==> src/rtl/prog_ctr_stack.sv <==
// Fetch-stage program counter with a hardware return-address stack.
// Optional macro PROGCTR_FAULT_EN: stack overflow/underflow freezes fetch.
module prog_ctr_stack #(
    parameter int W     = 8,
    parameter int DEPTH = 4
) (
    input  logic                       Clk,
    input  logic                       Reset,
    input  logic                       Stall,
    input  logic                       BranchRel,
    input  logic                       Zero,
    input  logic                       Jump,
    input  logic                       Call,
    input  logic                       Ret,
    input  logic [W-1:0]               Target,
    output logic [W-1:0]               PC,
    output logic [$clog2(DEPTH+1)-1:0] Depth,
    output logic                       Full,
    output logic                       Empty,
    output logic                       Fault
);

    localparam int DW = $clog2(DEPTH+1);

    logic [W-1:0]            pc_q, pc_d;
    logic [DW-1:0]           depth_q, depth_d;
    logic                    fault_q, fault_d;
    logic [DEPTH-1:0][W-1:0] stk_q, stk_d;

    logic [W-1:0]  pc_inc;
    logic [W-1:0]  top;
    logic          full;
    logic          empty;
    logic [DW-1:0] depth_m1;

    assign pc_inc   = pc_q + W'(1);
    assign full     = (depth_q == DW'(DEPTH));
    assign empty    = (depth_q == '0);
    assign depth_m1 = depth_q - DW'(1);

    // Select the top-of-stack entry (entry Depth-1).
    always_comb begin
        top = '0;
        for (int i = 0; i < DEPTH; i++) begin
            if (DW'(i) == depth_m1) begin
                top = stk_q[i];
            end
        end
    end

    // Prioritised next-state selection: fault, stall, ret, call, jump, branch, increment.
    always_comb begin
        pc_d    = pc_q;
        depth_d = depth_q;
        fault_d = fault_q;
        stk_d   = stk_q;
        if (fault_q || Stall) begin
            pc_d = pc_q;
        end else if (Ret) begin
            if (!empty) begin
                pc_d    = top;
                depth_d = depth_m1;
            end else begin
`ifdef PROGCTR_FAULT_EN
                fault_d = 1'b1;
`else
                pc_d = pc_inc;
`endif
            end
        end else if (Call) begin
            if (!full) begin
                for (int i = 0; i < DEPTH; i++) begin
                    if (DW'(i) == depth_q) begin
                        stk_d[i] = pc_inc;
                    end
                end
                depth_d = depth_q + DW'(1);
                pc_d    = Target;
            end else begin
`ifdef PROGCTR_FAULT_EN
                fault_d = 1'b1;
`else
                pc_d = Target;
`endif
            end
        end else if (Jump) begin
            pc_d = Target;
        end else if (BranchRel && !Zero) begin
            if (Target[W-1]) begin
                pc_d = pc_q - {1'b0, Target[W-2:0]};
            end else begin
                pc_d = pc_q + Target;
            end
        end else begin
            pc_d = pc_inc;
        end
    end

    // Register PC, stack, depth and sticky fault; reset wins over everything.
    always_ff @(posedge Clk) begin
        if (Reset) begin
            pc_q    <= '0;
            depth_q <= '0;
            fault_q <= 1'b0;
            stk_q   <= '0;
        end else begin
            pc_q    <= pc_d;
            depth_q <= depth_d;
            fault_q <= fault_d;
            stk_q   <= stk_d;
        end
    end

    assign PC    = pc_q;
    assign Depth = depth_q;
    assign Full  = full;
    assign Empty = empty;
    assign Fault = fault_q;

endmodule
==> config.mk <==
export PLATFORM = sky130hd
export DESIGN_NAME = prog_ctr_stack
export DESIGN_NICKNAME = d
export VERILOG_FILES = /design/src/rtl/prog_ctr_stack.sv
export SDC_FILE = /design/constraint.sdc
export NUM_CORES = 1
export LEC_CHECK = 0
export ABC_AREA = 1
export ABC_CLOCK_PERIOD_IN_PS = 1900
export BUFFER_PORTS_ARGS = -buffer_cell sky130_fd_sc_hd__clkbuf_2
export CAP_MARGIN = 25
export CORE_MARGIN = 3
export CORE_UTILIZATION = 49
export CTS_CLUSTER_DIAMETER = 100
export DETAILED_ROUTE_END_ITERATION = 12
export GPL_ROUTABILITY_DRIVEN = 0
export GPL_TIMING_DRIVEN = 0
export PLACE_DENSITY = 0.71
export SLEW_MARGIN = 10
export SYNTH_ARGS = -nofsm -noshare
export SYNTH_HDL_FRONTEND = slang
export SYNTH_SLANG_ARGS = --single-unit
==> constraint.sdc <==
create_clock -name Clk -period 1.9 [get_ports Clk]
set_clock_uncertainty 0.1 [all_clocks]
set_input_delay 0.095 -clock Clk [delete_from_list [all_inputs] [get_ports Clk]]
set_output_delay 0.095 -clock Clk [all_outputs]
set_load 0.02 [all_outputs]
==> results.yml <==
detailed_routing:
  top_layer: "met4"
  firstDrtPassIters: 5
  via_per_inst: 5.50
  ant_nets: 0
  wire_per_inst_um: 15.0
  met2_length_mm: 4.14
  drcViolationCount: 0
  drt_iter0_drc: 258
  met1_length_mm: 4.03
  routed_wl_mm: 8.92
  via_count: 3274
  met3_length_um: 639
cts:
  cts_buffers: 5
  cts_root_buf: "clkbuf_8"
  clkSinkCount: 43
  htreeDepth: 2
  clk_latency_ns: 0.30
  cts_max_path_buffers: 2
  path_clk_slew_ns: 0.08
  tritoncts: "yes"
sta:
  hold_viol: 0
  layout_setup_ws_ns: -0.0539
  relSlewSlack_pct: 59.1
  setup_viol: 2
  worst_slew_pin_slew_ns: 0.613
  fin_crit_ns: 1.95
  drv_slew: 0
  period_share_pct: 103
  max_freq_mhz: 512
  rsz0062_at_grt: "true"
power_and_ir_drop:
  power-per-cell-area_nw_per_um2: 667
  p_total_w: 0.00252
  ir_worst_vdd_mv: 0.558
  cellLeakagePower_nw: 1.82
floorplanning:
  core_um2: 5960
  die_w_um: 84.7
  dieArea_um2: 7170
  rows: 28
  die-height_um: 84.7
  ios: 30
  initial_core_util_pct: 50.9
synthesis:
  synth_edf_count: 0
  synth_fp_nets: 500
  ys_types: 34
  synth_most_common_cell: "nand2_1"
  synthArstFlopShare_pct: 0
  ys_ff_latch: 43
  yosys.area.top_type_share_pct: 28.4
  synth_area_leaders: "dfxtp_1 (28%), nand2_1 (12%), inv_1 (9.6%)"
  post_synth.cell_area_avg_um2: 6.50
  synthTopCellsByCount: "nand2_1 (93), inv_1 (78), o21ai_0 (50)"
  yosys_warnings: 0
  yosysSeqAreaShare_pct: 28.4
  synth_ff_type: "dfxtp_1"
  synth_top_cell_by_area: "dfxtp_1"
  syn_area_um2: 3030
  syn_inst: 467
setup_path:
  reg2reg_depth: 12
  reg2reg_to: "PC[4]"
  required_ns: 2.03
  r2r_setup_slack_ns: -0.03
  arrival_ns: 2.09
  start_kind: "input port"
  timing.rr.start: "PC[0]"
  critical_path_class: "in -> reg"
  path_max_fanout: 3
  end_kind: "register"
grt:
  gr-total-overflow: 0
  grt_pass1_vias: 3032
  grt_use_total_pct: 24.5
  grt_max_degree: 14
  grt_pass1_wl_mm: 14.4
  antenna_found_initial: 0
hold_path:
  hp-class: "in -> reg"
  whs_path_depth: 5
  hold_end: "PC[6]"
  min_from: "Target[6]"
flow_run:
  maxCapViolations: 0
layout:
  final_nets: 552
  instances_no_fill: 595
  area_growth_pct: 24.5
  final_util_pct: 63.4
  drive_gt1_share_pct: 25.0
  diodes: 0
run_status:
  violations: "negative setup slack"
  status: "finished, violations left"
placement:
  port_buffers: 28
  dp_cells: 570
  dp_hpwl_mm: 6.45
-- layout make-up --
| type | instances | area [um2] |
|---|---|---|
| Timing Repair Buffer | 45 | 299 |
| Clock buffer | 6 | 72.6 |
| Buffer | 15 | 96.3 |
| Clock inverter | 2 | 12.5 |
| Fill cell | 557 | 2180 |
| Inverter | 83 | 335 |
| Tap cell | 75 | 93.8 |
| Sequential cell | 43 | 875 |
| Multi-Input combinational cell | 326 | 1990 |
-- report_power, final --
part / leakage, nW / switching [W] / internal (W)
Sequential: 0.352 / 0.0000468 / 0.000941
Clock: 0.0412 / 0.000339 / 0.000258
Combinational: 1.42 / 0.000564 / 0.000369
-- layout by cell type, fill, tap and decap left out, drive strengths merged, types with 2 or more instances in the layout --
master and n:
or2 3, buf 24, a211oi 5, o211ai 7
nand3 42, nor3 3, xor2 7, clkinvlp 2
nor2 29, inv 81, ha 16, nand2 95
xnor2 5, a21oi 49, nand4 5, clkbuf 41
clkinv 2, dfxtp 43, o21ai 56
-- cells by family (layout without fill, tap and decap cells) --
kind of cell	Yosys count	count (layout)	share of synthesized area [%]
other	1	1	0.124
DFF	43	43	28.4
xor gates and xnor gates	12	12	4.08
buffers and inverters	98	151	13.3
and+or+nand+nor	177	177	26.1
adders and majority gates	17	17	7.26
AOI/OAI and AO/OA	119	119	20.8
-- stage by stage --
step	setup slack, ns	TNS (ns)	cell area (um2)	hold slack [ns]
finish	-0.0539	-0.0859	3780	0.0938
CTS	-0.0221	-0.0397	3570	0.0854
floorplan	-0.0581	-0.0581	3080	0.147
global placement	-0.399	-1.41	3320	0.283
detailed placement	-0.438	-1.72	3320	0.311
global route	-0.240	-0.670	3780	0.117
-- metal layers --
metal  track usage [%]  up-vias
met5                 0        -
met2              37.8      128
met3              5.10       17
li1                  -     1627
met4              6.19        0
met1              34.8     1502
-- what timing repair did --
item                                    CTS  global route
pin swaps                                15            19
endpoints found under the setup margin   11            30
gates cloned                              0             0
hold buffers                              1             0
setup buffers                             4            12
hold endpoints to repair                  1             0
gates resized for setup                  31            36
-- state kept, by name (all words and copies together), names as in the netlist --
signal,cells
stk_q,32
PC,8
Depth,3
-- worst max-delay path, cell delays in order --
cell       delay [ns]
clkbuf_16        0.13
inv_8            0.05
ha_4             0.12
inv_2            0.04
nor2_4           0.09
nand2_2          0.09
o31ai_4          0.25
xnor2_1          0.14
inv_1            0.09
ha_4             0.22
nand2_1          0.08
nand2_1          0.07
a21oi_2          0.10
nand2_1          0.08
inv_1            0.05
nand2_1          0.04
nand3_1          0.07
nand2_1          0.06
nand2_1          0.06
nand2_1          0.05
a21oi_1          0.12
-- how the worst max path moves through the flow --
stage,startpoint,to,slack (ns),cells past startpoint
after global routing,Target[0],PC[7],-0.24,21
after detailed placement,Target[1],PC[7],-0.44,21
final,Target[0],PC[7],-0.05,21
after CTS,PC[0],PC[4],-0.02,12
after global placement,Target[1],PC[7],-0.40,20
after floorplan,Target[1],PC[7],-0.06,20
Note: power is estimated with default switching activity, not from simulation.
